### config.mk
export PLATFORM = sky130hd
export DESIGN_NAME = mac_seq_flat
export DESIGN_NICKNAME = d
export VERILOG_FILES = /design/src/rtl/mac_seq_pkg.sv /design/src/rtl/mac_seq_if.sv /design/src/rtl/mac_seq_addr_gen.sv /design/src/rtl/mac_seq.sv /design/src/flat_wrapper.sv
export SDC_FILE = /design/constraint.sdc
export NUM_CORES = 1
export LEC_CHECK = 0
export ABC_CLOCK_PERIOD_IN_PS = 2200
export CAP_MARGIN = 10
export CORE_MARGIN = 2
export CORE_UTILIZATION = 42
export CTS_CLUSTER_SIZE = 10
export DETAILED_ROUTE_END_ITERATION = 10
export PLACE_DENSITY = 0.78
export SLEW_MARGIN = 20
export SYNTH_ARGS = -nofsm -noshare
export SYNTH_HDL_FRONTEND = slang
export SYNTH_HIERARCHICAL = 1
export SYNTH_SLANG_ARGS = --single-unit
### constraint.sdc
create_clock -name clk -period 2.2 [get_ports clk]
set_clock_uncertainty 0.05 [all_clocks]
set_input_delay 0.22 -clock clk [delete_from_list [all_inputs] [get_ports clk]]
set_output_delay 0.22 -clock clk [all_outputs]
set_load 0.03 [all_outputs]
### src/rtl/mac_seq_pkg.sv
// -----------------------------------------------------------------------------
// mac_seq_pkg
// Shared definitions for the MAC sequencer: the sequencer state encoding, the
// default data width, the MAC pipeline latency and an address-width helper.
// -----------------------------------------------------------------------------
package mac_seq_pkg;

    localparam int DEF_DATA_W = 16;

    // Cycles from a mac_start on the MAC inputs to the matching mac_done.
    localparam int MAC_LAT = 6;

    typedef enum logic [1:0] {
        IDLE,
        STREAM,
        FLUSH,
        DRAIN
    } state_t;

    // Width of an index over n items. Returns at least 1 so that a
    // single-entry range still gets a real (constant zero) bus.
    function automatic int addr_w(input int n);
        return (n > 1) ? $clog2(n) : 1;
    endfunction

endpackage

### src/rtl/mac_seq_if.sv
// -----------------------------------------------------------------------------
// mac_seq_if
// Bundles every non-clock/reset signal of the sequencer.
//   control : go (in), busy / finished (out)
//   memories: in_addr / w_addr (out), in_data / w_data (in, 1-cycle read)
//   MAC     : mac_start / mac_in / mac_weight (out), mac_done / mac_out (in)
//   results : res_valid / res_idx / res_data (out)
// master = the sequencer, slave = its environment (controller, memories, MAC).
// -----------------------------------------------------------------------------
interface mac_seq_if
    import mac_seq_pkg::*;
#(
    parameter int DATA_W      = DEF_DATA_W,
    parameter int VEC_LEN     = 4,
    parameter int NUM_NEURONS = 4
);
    localparam int IN_AW = addr_w(VEC_LEN);
    localparam int W_AW  = addr_w(VEC_LEN * NUM_NEURONS);
    localparam int IDX_W = addr_w(NUM_NEURONS);

    logic              go;
    logic              busy;
    logic              finished;
    logic [IN_AW-1:0]  in_addr;
    logic [DATA_W-1:0] in_data;
    logic [W_AW-1:0]   w_addr;
    logic [DATA_W-1:0] w_data;
    logic              mac_start;
    logic [DATA_W-1:0] mac_in;
    logic [DATA_W-1:0] mac_weight;
    logic              mac_done;
    logic [DATA_W-1:0] mac_out;
    logic              res_valid;
    logic [IDX_W-1:0]  res_idx;
    logic [DATA_W-1:0] res_data;

    modport master (
        input  go, in_data, w_data, mac_done, mac_out,
        output busy, finished, in_addr, w_addr, mac_start, mac_in, mac_weight,
               res_valid, res_idx, res_data
    );

    modport slave (
        output go, in_data, w_data, mac_done, mac_out,
        input  busy, finished, in_addr, w_addr, mac_start, mac_in, mac_weight,
               res_valid, res_idx, res_data
    );

endinterface

### src/rtl/mac_seq_addr_gen.sv
// -----------------------------------------------------------------------------
// mac_seq_addr_gen
// Element (e) and neuron (n) counters for the stream phase.
//   clk, reset : clock, asynchronous active-high reset
//   step       : advance to the next address pair
//   in_addr    : e, input-vector address
//   w_addr     : n*VEC_LEN + e, weight address (kept as a running count)
//   first      : current element is e == 0 (start of a set)
//   last       : current pair is the final one (n = N-1, e = L-1)
// All counters wrap back to zero after the last pair, ready for the next run.
// -----------------------------------------------------------------------------
module mac_seq_addr_gen
    import mac_seq_pkg::*;
#(
    parameter int VEC_LEN     = 4,
    parameter int NUM_NEURONS = 4,
    parameter int IN_AW       = addr_w(VEC_LEN),
    parameter int W_AW        = addr_w(VEC_LEN * NUM_NEURONS),
    parameter int IDX_W       = addr_w(NUM_NEURONS)
) (
    input  logic             clk,
    input  logic             reset,
    input  logic             step,
    output logic [IN_AW-1:0] in_addr,
    output logic [W_AW-1:0]  w_addr,
    output logic             first,
    output logic             last
);
    localparam logic [IN_AW-1:0] E_LAST = IN_AW'(VEC_LEN - 1);
    localparam logic [IDX_W-1:0] N_LAST = IDX_W'(NUM_NEURONS - 1);

    logic [IN_AW-1:0] e;
    logic [IDX_W-1:0] n;
    logic [W_AW-1:0]  w;

    assign in_addr = e;
    assign w_addr  = w;
    assign first   = (e == '0);
    assign last    = (e == E_LAST) && (n == N_LAST);

    // NOTE: registers are assigned with <= so every flop samples the values
    // from before the edge, independent of statement order.
    always_ff @(posedge clk or posedge reset) begin
        if (reset) begin
            e <= '0;
            n <= '0;
            w <= '0;
        end else if (step) begin
            if (last) begin
                e <= '0;
                n <= '0;
                w <= '0;
            end else begin
                w <= w + W_AW'(1);
                if (e == E_LAST) begin
                    e <= '0;
                    n <= n + IDX_W'(1);
                end else begin
                    e <= e + IN_AW'(1);
                end
            end
        end
    end

endmodule

### src/rtl/mac_seq.sv
// -----------------------------------------------------------------------------
// mac_seq
// Drives a pipelined MAC for one fully connected layer: streams VEC_LEN input
// elements with each of NUM_NEURONS weight rows, appends one zero flush set,
// and publishes every completed dot product as (res_idx, res_data).
//   clk, reset : clock, asynchronous active-high reset
//   bus        : mac_seq_if.master (control, memory, MAC and result signals)
// -----------------------------------------------------------------------------
module mac_seq
    import mac_seq_pkg::*;
#(
    parameter int DATA_W      = DEF_DATA_W,
    parameter int VEC_LEN     = 4,
    parameter int NUM_NEURONS = 4
) (
    input  logic      clk,
    input  logic      reset,
    mac_seq_if.master bus
);
    localparam int IN_AW = addr_w(VEC_LEN);
    localparam int W_AW  = addr_w(VEC_LEN * NUM_NEURONS);
    localparam int IDX_W = addr_w(NUM_NEURONS);
    localparam int CNT_W = $clog2(NUM_NEURONS + 1);
    // The MAC reports a set's sum on the done pulse of the following set, so
    // N neurons plus the flush yield N+1 pulses, numbered 0..N.
    localparam logic [CNT_W-1:0] LAST_DONE = CNT_W'(NUM_NEURONS);

    state_t           state, state_nx;
    logic             step, flush_slot;
    logic             first, last;
    logic [IN_AW-1:0] in_addr;
    logic [W_AW-1:0]  w_addr;
    logic             slot_vld, slot_first, slot_flush;
    logic [CNT_W-1:0] done_cnt;
    logic             run_done;

    mac_seq_addr_gen #(
        .VEC_LEN     (VEC_LEN),
        .NUM_NEURONS (NUM_NEURONS)
    ) u_addr_gen (
        .clk     (clk),
        .reset   (reset),
        .step    (step),
        .in_addr (in_addr),
        .w_addr  (w_addr),
        .first   (first),
        .last    (last)
    );

    assign bus.in_addr = in_addr;
    assign bus.w_addr  = w_addr;
    assign bus.busy    = (state != IDLE);
    assign run_done    = (state == DRAIN) && bus.mac_done && (done_cnt == LAST_DONE);

    always_ff @(posedge clk or posedge reset) begin
        if (reset) state <= IDLE;
        else       state <= state_nx;
    end

    // NOTE: every signal written here gets a default first, so no path can
    // leave one unassigned and infer a latch.
    always_comb begin
        state_nx   = state;
        step       = 1'b0;
        flush_slot = 1'b0;
        case (state)
            IDLE:   if (bus.go) state_nx = STREAM;
            STREAM: begin
                step = 1'b1;
                if (last) state_nx = FLUSH;
            end
            FLUSH:  begin
                flush_slot = 1'b1;
                state_nx   = DRAIN;
            end
            DRAIN:  if (run_done) state_nx = IDLE;
            default: state_nx = IDLE;
        endcase
    end

    // Two-stage MAC drive: the slot_* flags follow the address by one cycle to
    // meet the memory read data, then everything is registered onto mac_*.
    // The flush slot rides the same pipe with its operands forced to zero.
    always_ff @(posedge clk or posedge reset) begin
        if (reset) begin
            slot_vld       <= 1'b0;
            slot_first     <= 1'b0;
            slot_flush     <= 1'b0;
            bus.mac_start  <= 1'b0;
            bus.mac_in     <= '0;
            bus.mac_weight <= '0;
        end else begin
            slot_vld       <= step | flush_slot;
            slot_first     <= (step & first) | flush_slot;
            slot_flush     <= flush_slot;
            bus.mac_start  <= slot_first;
            bus.mac_in     <= (slot_vld && !slot_flush) ? bus.in_data : '0;
            bus.mac_weight <= (slot_vld && !slot_flush) ? bus.w_data  : '0;
        end
    end

    // Result capture. Pulse 0 belongs to the set before neuron 0 and is
    // dropped; pulse k carries neuron k-1.
    always_ff @(posedge clk or posedge reset) begin
        if (reset) begin
            done_cnt      <= '0;
            bus.res_valid <= 1'b0;
            bus.res_idx   <= '0;
            bus.res_data  <= '0;
            bus.finished  <= 1'b0;
        end else begin
            bus.res_valid <= 1'b0;
            bus.finished  <= 1'b0;
            if ((state != IDLE) && bus.mac_done) begin
                if (done_cnt != '0) begin
                    bus.res_valid <= 1'b1;
                    bus.res_idx   <= IDX_W'(done_cnt - CNT_W'(1));
                    bus.res_data  <= bus.mac_out;
                end
                if (run_done) begin
                    done_cnt     <= '0;
                    bus.finished <= 1'b1;
                end else begin
                    done_cnt <= done_cnt + CNT_W'(1);
                end
            end
        end
    end

endmodule

### src/flat_wrapper.sv
// flat-port wrapper written by rule: the top's interface ports become plain ports
module mac_seq_flat import mac_seq_pkg::*;
#(
    parameter int DATA_W      = DEF_DATA_W,
    parameter int VEC_LEN     = 4,
    parameter int NUM_NEURONS = 4
)
  (clk, reset, bus_go, bus_in_data, bus_w_data, bus_mac_done, bus_mac_out, bus_busy, bus_finished, bus_in_addr, bus_w_addr, bus_mac_start, bus_mac_in, bus_mac_weight, bus_res_valid, bus_res_idx, bus_res_data);
  mac_seq_if #(.DATA_W(DATA_W), .VEC_LEN(VEC_LEN), .NUM_NEURONS(NUM_NEURONS)) bus_i ();
  input  logic clk;
  input  logic reset;
  input wire logic [$bits(bus_i.go)-1:0] bus_go;
  input wire logic [$bits(bus_i.in_data)-1:0] bus_in_data;
  input wire logic [$bits(bus_i.w_data)-1:0] bus_w_data;
  input wire logic [$bits(bus_i.mac_done)-1:0] bus_mac_done;
  input wire logic [$bits(bus_i.mac_out)-1:0] bus_mac_out;
  output wire logic [$bits(bus_i.busy)-1:0] bus_busy;
  output wire logic [$bits(bus_i.finished)-1:0] bus_finished;
  output wire logic [$bits(bus_i.in_addr)-1:0] bus_in_addr;
  output wire logic [$bits(bus_i.w_addr)-1:0] bus_w_addr;
  output wire logic [$bits(bus_i.mac_start)-1:0] bus_mac_start;
  output wire logic [$bits(bus_i.mac_in)-1:0] bus_mac_in;
  output wire logic [$bits(bus_i.mac_weight)-1:0] bus_mac_weight;
  output wire logic [$bits(bus_i.res_valid)-1:0] bus_res_valid;
  output wire logic [$bits(bus_i.res_idx)-1:0] bus_res_idx;
  output wire logic [$bits(bus_i.res_data)-1:0] bus_res_data;
  assign bus_i.go = bus_go;
  assign bus_i.in_data = bus_in_data;
  assign bus_i.w_data = bus_w_data;
  assign bus_i.mac_done = bus_mac_done;
  assign bus_i.mac_out = bus_mac_out;
  assign bus_busy = bus_i.busy;
  assign bus_finished = bus_i.finished;
  assign bus_in_addr = bus_i.in_addr;
  assign bus_w_addr = bus_i.w_addr;
  assign bus_mac_start = bus_i.mac_start;
  assign bus_mac_in = bus_i.mac_in;
  assign bus_mac_weight = bus_i.mac_weight;
  assign bus_res_valid = bus_i.res_valid;
  assign bus_res_idx = bus_i.res_idx;
  assign bus_res_data = bus_i.res_data;
  mac_seq #(.DATA_W(DATA_W), .VEC_LEN(VEC_LEN), .NUM_NEURONS(NUM_NEURONS)) u_core (.clk(clk), .reset(reset), .bus(bus_i));
endmodule
==> metrics.txt, run 1 <==
top post-synthesis cells by area dfrtp_1 65%, and2_1 7.8%, mux2_2 7.7%; Die Y-Extent 83.2 um; final slew viol count 0; Final Hold Viols 0; reg2reg setup slack 0.19 ns; grt ovf 0; Synth top area share 0.655; cts bufs inserted 9; GPL Wtd Cong 0.758; Worst Hold Class input pin to async pin; DP HPWL 3980 um; Async SR Flop Fraction 1.00; area of the multi-input gates 815 um^2; pin count of the biggest net entering global routing 62; Vias 1810; Synth area leader dfrtp_1; max-cap violations 0; Top Ports 112; CTS H-tree depth 3; antenna violations before repair 0; vias in the first global route 1813; top-count cell post-synth dfrtp_1; status complete, no violations; most frequent cells after synthesis 69 x dfrtp_1, 33 x and2_1, 18 x mux2_2; Starting Density 0.440; Reg area 1730 um^2; R2R Path Start u_core/u_addr_gen/in_addr[0]; Hold Buf Count CTS 0; Site Rows 28; Iter 0 DRT Violations 118; Avg Synthesized Cell Area 13.6 um^2; clock insertion delay at the later pin of the skew report 0.33 ns; Setup violations, final 0; TritonCTS clock tree yes; CP Launch Type flop; Final ANT Viol Nets 0; min cycle time layout 2.01 ns; Seq/Total Area, Yosys 0.655; Cells after Synth 194; fraction of layout cells with a size suffix above 1 0.129; Mapped Area 2640 um^2; Pleak 0.00184 uW; Peak VDD IR 0.000974 V; final core utilization 0.671; crit end category flop; CP cell instances ha_1, and2_1, inv_1, a222oi_1, mux2_1; final WL 5520 um; Slew @ Worst Pin 0.503 ns; IO Port Bufs 111; CP max FO 6; EDFF count, synth 0; Main synth FF type dfrtp_1; Wirelength per Cell 14.1 um; postcts setup bufs 0; nets 378; clock buffer depth 2; 1st-pass router iterations 4; drt via density 4.61; max incr delay on CP 0.52 ns; Yosys Warn Count 6; clk sinks 69; Worst-path clk slew 0.07 ns; RSZ-0062 raised after global routing false; Final Cycle Share 0.915; Post-Syn Nets 257; critical setup path kind flop to flop; fmax 497 MHz; Residual DRC 0; Root Buffer clkbuf_8; #FFs+latches synth 69; CORE AREA 5990 um^2; Tot GR Track Use 0.170; CP arrival 2.18 ns; Register-to-Register Path Depth 5; fillers 456; # diodes 0; headroom to the max-slew limit 0.664; R2R Path End u_core/state[1]; area growth from synthesis to layout 52.5%; Synth cell types 24; setup TNS 0 ns; die area 6930 um^2; slowest CP cell a222oi_1; Cell Pwr Density 1460 nW/um^2; first-pass GRT wire length 9210 um; WP data required 2.37 ns; chip width 83.2 um
[routing by layer]
| metal | vias up | share of wire | global-route usage |
|---|---|---|---|
| met5 | - | 0 | 0 |
| met4 | 0 | 0.014 | 0.0715 |
| met3 | 9 | 0.060 | 0.0487 |
| met2 | 68 | 0.49 | 0.273 |
| met1 | 869 | 0.44 | 0.215 |
| li1 | 864 | - | - |
[sequential cells by signal, summed over array words and instances, names as in the netlist, 2 cells and up]
signal,count
u_core/state,2
u_core/bus.mac_in,16
u_core/done_cnt,3
u_core/u_addr_gen/n,2
u_core/u_addr_gen/in_addr,2
u_core/bus.res_idx,2
u_core/bus.res_data,16
u_core/u_addr_gen/w_addr,4
u_core/bus.mac_weight,16
[report_power, final]
group	leakage [uW]	internal, uW	switching (uW)	total (uW)
Sequential	0.000864	1780	253	2030
Clock	0.0000881	455	423	877
Combinational	0.000883	1350	1600	2940
[logic make-up (layout without fill, tap and decap cells)]
family,count (synthesis),after routing,share of synthesized area
buf+inv,21,145,0.0361
mux,23,23,0.0982
compound gates,15,15,0.0384
simple gates,55,55,0.120
flops,69,69,0.655
fa+ha+maj,11,11,0.0522
[layout by cell type, fill, tap and decap left out, types with 2 or more instances in the layout]
cell type / instances
dfrtp_1: 69
mux2_2: 18
nand3_1: 4
ha_1: 11
inv_1: 14
and2_1: 33
nand2_1: 8
o22ai_1: 2
nor2_1: 3
mux2i_1: 3
clkinv_2: 2
o21ai_0: 7
clkdlybuf4s50_1: 110
a21o_1: 3
nor3_1: 2
clkbuf_8: 11
nor2b_1: 3
buf_4: 4
[how the worst max path moves through the flow]
stage,startpoint,to,slack [ns]
6_report,u_core/u_addr_gen/in_addr[0],u_core/state[1],0.19
5_1_grt,u_core/u_addr_gen/in_addr[0],u_core/state[1],0.1
4_1_cts,u_core/state[0],bus_busy,0.07
3_5_place_dp,u_core/u_addr_gen/in_addr[0],u_core/state[1],0.22
3_3_place_gp,u_core/u_addr_gen/in_addr[0],u_core/state[1],0.35
2_1_floorplan,u_core/u_addr_gen/in_addr[0],u_core/state[1],0.22
[metrics by stage]
| stage | instances | hold WS [ns] | setup slack (ns) | total power, uW | instance area (um^2) |
|---|---|---|---|---|---|
| after floorplan | 194 | -0.0143 | 0.215 | 3810 | 2640 |
| after global placement | 379 | 0.285 | 0.353 | 4930 | 3850 |
| after detailed placement | 379 | 0.298 | 0.221 | 5020 | 3850 |
| after CTS | 393 | 0.126 | 0.0682 | 5920 | 4020 |
| after global routing | 393 | 0.154 | 0.0953 | 6200 | 4020 |
| final | 393 | 0.125 | 0.187 | 5850 | 4020 |
[repair_timing]
item | 4_1_cts | 5_1_grt
endpoints found under the hold margin | 0 | 0
resized for setup | 0 | 1
endpoints found under the setup margin | 0 | 1
[worst max-delay path, delay by kind of cell (launching register included)]
| kind | cells | cell delay, ns |
|---|---|---|
| AND/OR/NAND/NOR | 1 | 0.28 |
| AO/OA/AOI/OAI | 1 | 0.52 |
| adder cells (fa/ha/maj) | 1 | 0.21 |
| flip-flops | 1 | 0.40 |
| buffers and inverters | 1 | 0.07 |
| multiplexers | 1 | 0.37 |
[cell type report]
class | instances | area share
flip-flops and latches | 69 | 0.430
repair buffers | 116 | 0.289
multi-input cells | 104 | 0.203
clock buffers | 12 | 0.0386
well taps | 75 | 0.0233
inverters | 15 | 0.0140
clock inverters | 2 | 0.00249
Note: power is estimated with default switching activity, not from simulation.
==> run 2: changes to the inputs <==
--- a/config.mk
+++ b/config.mk
@@ -5,13 +5,14 @@
 export SDC_FILE = /design/constraint.sdc
 export NUM_CORES = 1
 export LEC_CHECK = 0
+export ABC_AREA = 1
 export ABC_CLOCK_PERIOD_IN_PS = 2200
 export CAP_MARGIN = 10
 export CORE_MARGIN = 2
-export CORE_UTILIZATION = 42
+export CORE_UTILIZATION = 43
 export CTS_CLUSTER_SIZE = 10
 export DETAILED_ROUTE_END_ITERATION = 10
-export PLACE_DENSITY = 0.78
+export PLACE_DENSITY = 0.79
 export SLEW_MARGIN = 20
 export SYNTH_ARGS = -nofsm -noshare
 export SYNTH_HDL_FRONTEND = slang
==> metrics.txt, run 2 <==
post-synthesis compound-gate area fraction 0.0239 (was 0.0384); fmax 586 MHz (was 497 MHz); Cells after Synth 282 (was 194); Cell Pwr Density 1460 nW/um^2 (about the same); area growth from synthesis to layout 50.0% (was 52.5%); Yosys Warn Count 6 (unchanged); antenna violations before repair 0 (unchanged); Top Ports 112 (unchanged); Die Y-Extent 83.6 um (was 83.2 um); GPL Wtd Cong 0.828 (was 0.758); post-synthesis mux area share 0 (was 0.0982); CP cell instances inv_1, ha_1, inv_1, dlymetal6s2s_1 (was ha_1, and2_1, inv_1, a222oi_1, mux2_1); Residual DRC 0 (unchanged); Synth cell types 22 (was 24); die area 6980 um^2 (was 6930 um^2); headroom to the max-slew limit 0.653 (was 0.664); slowest CP cell dfrtp_1 (was a222oi_1); largest family of logic cells by synthesized area simple AND/OR/NAND/NOR gates (unchanged); TritonCTS clock tree yes (unchanged); Crit path top cell by count inv_1; Post-Syn Nets 345 (was 257); Seq/Total Area, Yosys 0.634 (was 0.655); Slew @ Worst Pin 0.521 ns (was 0.503 ns); fraction of layout cells with a size suffix above 1 0.0647 (was 0.129); postcts setup bufs 0 (unchanged); crit end category output port (was flop); Main synth FF type dfrtp_1 (unchanged); Synth area leader dfrtp_1 (unchanged); Mapped Area 2720 um^2 (was 2640 um^2); R2R Path End u_core/bus.res_data[5] (was u_core/state[1]); Final ANT Viol Nets 0 (unchanged); CP max FO 4 (was 6); first-pass GRT wire length 9810 um (was 9210 um); clk sinks 69 (unchanged); clock buffer depth 2 (unchanged); RSZ-0062 raised after global routing false (unchanged); Final Cycle Share 0.775 (was 0.915); Setup violations, final 0 (unchanged); Iter 0 DRT Violations 99 (was 118); reg2reg setup slack 0.58 ns (was 0.19 ns); top-count cell post-synth nand2_1 (was dfrtp_1); WP data required 1.93 ns (was 2.37 ns); Peak VDD IR 0.000838 V (was 0.000974 V); simple logic cell fraction of the synthesized area 0.196 (was 0.120); final slew viol count 0 (unchanged); # diodes 0 (unchanged); EDFF count, synth 0 (unchanged); post-synthesis xor/xnor area fraction 0 (unchanged); CTS H-tree depth 3 (unchanged); Synth top area share 0.634 (was 0.655); critical path endpoint bus_busy (was u_core/state[1]); max incr delay on CP 0.40 ns (was 0.52 ns); Setup crit start u_core/state[0] (was u_core/u_addr_gen/in_addr[0]); Vias 2101 (was 1810); grt ovf 0 (unchanged); status complete, no violations (unchanged); nets 462 (was 378); Root Buffer clkbuf_8 (unchanged); pre-CTS setup slack 0.462 ns (was 0.221 ns); clock insertion delay at the later pin of the skew report 0.32 ns (was 0.33 ns); chip width 83.6 um (was 83.2 um); Worst Hold Class input pin to async pin (unchanged); Pleak 0.00211 uW (was 0.00184 uW); DP HPWL 4190 um (was 3980 um); IO Port Bufs 111 (unchanged); final worst slack 0.494 ns (was 0.187 ns); pin count of the biggest net entering global routing 62 (unchanged); CORE AREA 6030 um^2 (was 5990 um^2); most common cell after layout, fill and taps aside clkdlybuf4s50_1 (unchanged); Tot GR Track Use 0.177 (was 0.170); final hold slack 0.147 ns (was 0.125 ns); Starting Density 0.452 (was 0.440); Hold Buf Count CTS 0 (unchanged); Register-to-Register Path Depth 7 (was 5); final WL 5840 um (was 5520 um); Final Hold Viols 0 (unchanged); min cycle time layout 1.71 ns (was 2.01 ns); Post-Synth Adder-Cell Area 0.0506 (was 0.0522); biggest regs u_core/bus.mac_in x16, u_core/bus.mac_weight x16, u_core/bus.res_data x16 (unchanged); cts bufs inserted 9 (unchanged); Wirelength per Cell 12.2 um (was 14.1 um); Avg Synthesized Cell Area 9.65 um^2 (was 13.6 um^2); Worst-path clk slew 0.07 ns (about the same); vias in the first global route 2106 (was 1813); most frequent cells in the layout 110 x clkdlybuf4s50_1, 71 x nand2_1, 69 x dfrtp_1, 49 x inv_1, 42 x nor2_1 (was 110 x clkdlybuf4s50_1, 69 x dfrtp_1, 33 x and2_1, 18 x mux2_2, 14 x inv_1); max-cap violations 0 (unchanged); 1st-pass router iterations 4 (unchanged); CP Launch Type flop (unchanged); Async SR Flop Fraction 1.00 (unchanged); R2R Path Start u_core/state[0] (was u_core/u_addr_gen/in_addr[0]); most frequent cells after synthesis 71 x nand2_1, 69 x dfrtp_1, 50 x inv_1 (was 69 x dfrtp_1, 33 x and2_1, 18 x mux2_2); #FFs+latches synth 69 (unchanged); CP arrival 1.44 ns (was 2.18 ns); drt via density 4.40 (was 4.61); setup TNS 0 ns (unchanged); Site Rows 28 (unchanged); critical setup path kind flop to output port (was flop to flop); top post-synthesis cells by area dfrtp_1 63%, nand2_1 9.8%, inv_1 6.9% (was dfrtp_1 65%, and2_1 7.8%, mux2_2 7.7%)
-- run 2: stage by stage --
stage,total power [uW],instance area (um^2),std cells,utilization
after floorplan,3880,2720,282,-
after global placement,4970,3900,463,0.647
after detailed placement,5060,3900,463,0.647
after CTS,6020,4080,477,0.677
after global routing,6350,4080,477,0.678
final,5940,4080,477,0.678
-- run 2: metal layers --
layer / part of all wire / global-route usage
met2: 0.50 / 0.298
met4: 0.020 / 0.0762
met5: 0 / 0
met1: 0.44 / 0.219
met3: 0.048 / 0.0386
-- run 2: area by class of cell --
type                            count  area (um^2)
Clock inverter                      1         5.00
Tap cell                           75         93.8
Sequential cell                    69         1730
Inverter                           52          200
Fill cell                         489         1940
Timing Repair Buffer              113         1140
Multi-Input combinational cell    154          737
Clock buffer                       13          179
-- run 2: where the power goes --
group	switching, uW	internal (uW)
sequential	247	1790
clock	415	519
combinational	1800	1170
total	2460	3480
-- run 2: worst min path at each step --
stage,end,slack (ns),startpoint
floorplan,u_core/u_addr_gen/in_addr[0],-0.01,reset
global route,u_core/u_addr_gen/w_addr[2],0.17,reset
detailed placement,u_core/bus.mac_start,0.29,u_core/slot_first
CTS,u_core/u_addr_gen/w_addr[2],0.14,reset
finish,u_core/u_addr_gen/w_addr[2],0.15,reset
global placement,u_core/bus.mac_start,0.29,u_core/slot_first
-- run 2: repair_timing --
item / CTS / global route
hold endpoints to repair: 0 / 0
resized for setup: 0 / 1
setup endpoints to repair: 0 / 1
-- run 2: cell families (layout without fill, tap and decap cells) --
logic type / after synthesis / in the layout
adder cells (fa/ha/maj): 11 / 11
AO/OA/AOI/OAI: 12 / 12
flip-flops: 69 / 69
buffers and inverters: 59 / 179
AND/OR/NAND/NOR: 131 / 131
-- run 2: critical path, delay by kind of cell (launching register included) --
| kind | cells | cell delay, ns |
|---|---|---|
| buffers and inverters | 3 | 0.45 |
| flip-flops | 1 | 0.40 |
| adder cells (fa/ha/maj) | 1 | 0.27 |
==> run 3: changes to the inputs <==
--- a/config.mk
+++ b/config.mk
@@ -6,7 +6,7 @@
 export NUM_CORES = 1
 export LEC_CHECK = 0
 export ABC_AREA = 1
-export ABC_CLOCK_PERIOD_IN_PS = 2200
+export ABC_CLOCK_PERIOD_IN_PS = 1650
 export CAP_MARGIN = 10
 export CORE_MARGIN = 2
 export CORE_UTILIZATION = 43
==> constraint.sdc (replaced) <==
create_clock -name clk -period 1.65 [get_ports clk]
set_clock_uncertainty 0.05 [all_clocks]
set_input_delay 0.165 -clock clk [delete_from_list [all_inputs] [get_ports clk]]
set_output_delay 0.165 -clock clk [all_outputs]
set_load 0.03 [all_outputs]
==> metrics.txt, run 3 (synthesis results as in run 2) <==
placed instance count 466 (was 463); antenna violations before repair 0 (unchanged); pre-CTS setup slack 0.0352 ns (was 0.462 ns); Starting Density 0.452 (unchanged); fillers 480 (was 489); clock insertion delay at the later pin of the skew report 0.32 ns (about the same); grt ovf 0 (unchanged); Iter 0 DRT Violations 63 (was 99); Root Buffer clkbuf_8 (unchanged); chip width 83.6 um (unchanged); most frequent cells in the layout 103 x clkdlybuf4s50_1, 71 x nand2_1, 69 x dfrtp_1, 49 x inv_1, 42 x nor2_1 (was 110 x clkdlybuf4s50_1, 71 x nand2_1, 69 x dfrtp_1, 49 x inv_1, 42 x nor2_1); fraction of layout cells with a size suffix above 1 0.0831 (was 0.0647); 1st-pass router iterations 5 (was 4); CORE AREA 6030 um^2 (unchanged); Vias 2163 (was 2101); vias in the first global route 2112 (was 2106); TritonCTS clock tree yes (unchanged); nets 468 (was 462); WP data required 1.43 ns (was 1.93 ns); final WL 6040 um (was 5840 um); Die Y-Extent 83.6 um (unchanged); slowest CP cell clkdlybuf4s50_1 (was dfrtp_1); CP max FO 2 (was 4); Peak VDD IR 0.00105 V (was 0.000838 V); drt via density 4.47 (was 4.40); max-cap violations 0 (unchanged); R2R Path End u_core/state[0] (was u_core/bus.res_data[5]); biggest regs u_core/bus.mac_in x16, u_core/bus.mac_weight x16, u_core/bus.res_data x16 (unchanged); Residual DRC 0 (unchanged); DP HPWL 4460 um (was 4190 um); final slew viol count 0 (unchanged); Layout Cells excl Fill 484 (was 477); CP Launch Type flop (unchanged); most common cell after layout, fill and taps aside clkdlybuf4s50_1 (unchanged); cts bufs inserted 9 (unchanged); crit end category output port (unchanged); Pleak 0.00218 uW (was 0.00211 uW); clk sinks 69 (unchanged); Slew @ Worst Pin 0.349 ns (was 0.521 ns); area growth from synthesis to layout 52.0% (was 50.0%); Total Power 7930 uW (was 5940 uW); # diodes 0 (unchanged); Tot GR Track Use 0.177 (about the same); Final ANT Viol Nets 0 (unchanged); Worst-path clk slew 0.07 ns (about the same); GPL Wtd Cong 0.808 (was 0.828); Setup violations, final 0 (unchanged); Final Cycle Share 0.963; Reg area 1730 um^2 (unchanged); CP arrival 1.37 ns (was 1.44 ns); clock buffer depth 2 (unchanged); first-pass GRT wire length 9770 um (was 9810 um); fmax 629 MHz; die area 6980 um^2 (unchanged); Buf+Inv Stages, Crit Path 1 (was 3); RSZ-0062 raised after global routing false (unchanged); Worst Hold Class input pin to async pin (unchanged); setup TNS 0 ns (unchanged); min cycle time layout 1.59 ns; critical setup path kind flop to output port (unchanged); CTS H-tree depth 3 (unchanged); Cell Pwr Density 1920 nW/um^2 (was 1460 nW/um^2); area of the multi-input gates 748 um^2 (was 737 um^2); final worst slack 0.0610 ns (was 0.494 ns); Final Hold Viols 0 (unchanged); headroom to the max-slew limit 0.767 (was 0.653); Wirelength per Cell 12.5 um (was 12.2 um); pin count of the biggest net entering global routing 33 (was 62); Register-to-Register Path Depth 10 (was 7); reg2reg setup slack 0.12 ns (was 0.58 ns); R2R Path Start u_core/u_addr_gen/in_addr[0] (was u_core/state[0]); IO Port Bufs 111 (unchanged); Top Ports 112 (unchanged); Site Rows 28 (unchanged); CP cell instances clkdlybuf4s50_1 (was inv_1, ha_1, inv_1, dlymetal6s2s_1); CP top delay family buffers and inverters (unchanged); status complete, no violations (unchanged); max incr delay on CP 0.69 ns (was 0.40 ns)
==> run 3: worst max-delay path by stage <==
| stage | from | end | slack [ns] | cells after the start |
|---|---|---|---|---|
| after global placement | u_core/state[0] | u_core/bus.res_data[15] | 0.14 | 7 |
| final | u_core/bus.res_data[8] | bus_res_data[8] | 0.06 | 1 |
| after CTS | u_core/u_addr_gen/w_addr[2] | bus_w_addr[2] | 0.002 | 1 |
| after global routing | u_core/bus.res_data[15] | bus_res_data[15] | 0.001 | 1 |
| after floorplan | u_core/u_addr_gen/in_addr[0] | u_core/state[0] | 0.18 | 10 |
| after detailed placement | u_core/state[0] | u_core/bus.res_data[14] | 0.04 | 7 |
==> run 3: cell type report <==
type,count,share of cell area
inverters,52,0.0499
clock inverters,4,0.00605
clock buffers,11,0.0342
multi-input cells,154,0.181
flip-flops and latches,69,0.417
well taps,75,0.0227
repair buffers,119,0.289
==> run 3: worst register-to-register path: cells and delay by family (launching register included) <==
family,cells,cell delay (ns)
buf+inv,3,0.21
flops,1,0.39
simple gates,6,0.49
fa+ha+maj,1,0.27
==> run 3: what timing repair did <==
| item | CTS | global route |
|---|---|---|
| endpoints found under the hold margin | 0 | 0 |
| pin swaps | 0 | 1 |
| resized for setup | 1 | 9 |
| setup endpoints to repair | 1 | 26 |
| hold buffers | 0 | 0 |
| setup buffers | 0 | 3 |
==> run 3: metrics by stage <==
| stage | util | area [um^2] | hold WS [ns] |
|---|---|---|---|
| after global routing | 0.686 | 4140 | 0.131 |
| after floorplan | - | 2730 | -0.0693 |
| after detailed placement | 0.651 | 3920 | 0.289 |
| after global placement | 0.651 | 3920 | 0.284 |
| after CTS | 0.678 | 4090 | 0.109 |
| final | 0.686 | 4140 | 0.119 |
==> run 3: where the power goes <==
group	internal [uW]	switching (uW)	leakage [uW]	total, uW
Sequential	2380	343	0.000877	2730
Clock	573	575	0.0000812	1150
Combinational	1600	2450	0.00122	4060
==> run 3: layer usage <==
layer  up-vias  part of all wire  GRT usage
met5         -                 0          0
li1       1067                 -          -
met1      1013              0.43      0.218
met3        10             0.060     0.0554
met4         0             0.018     0.0689
met2        73              0.49      0.292
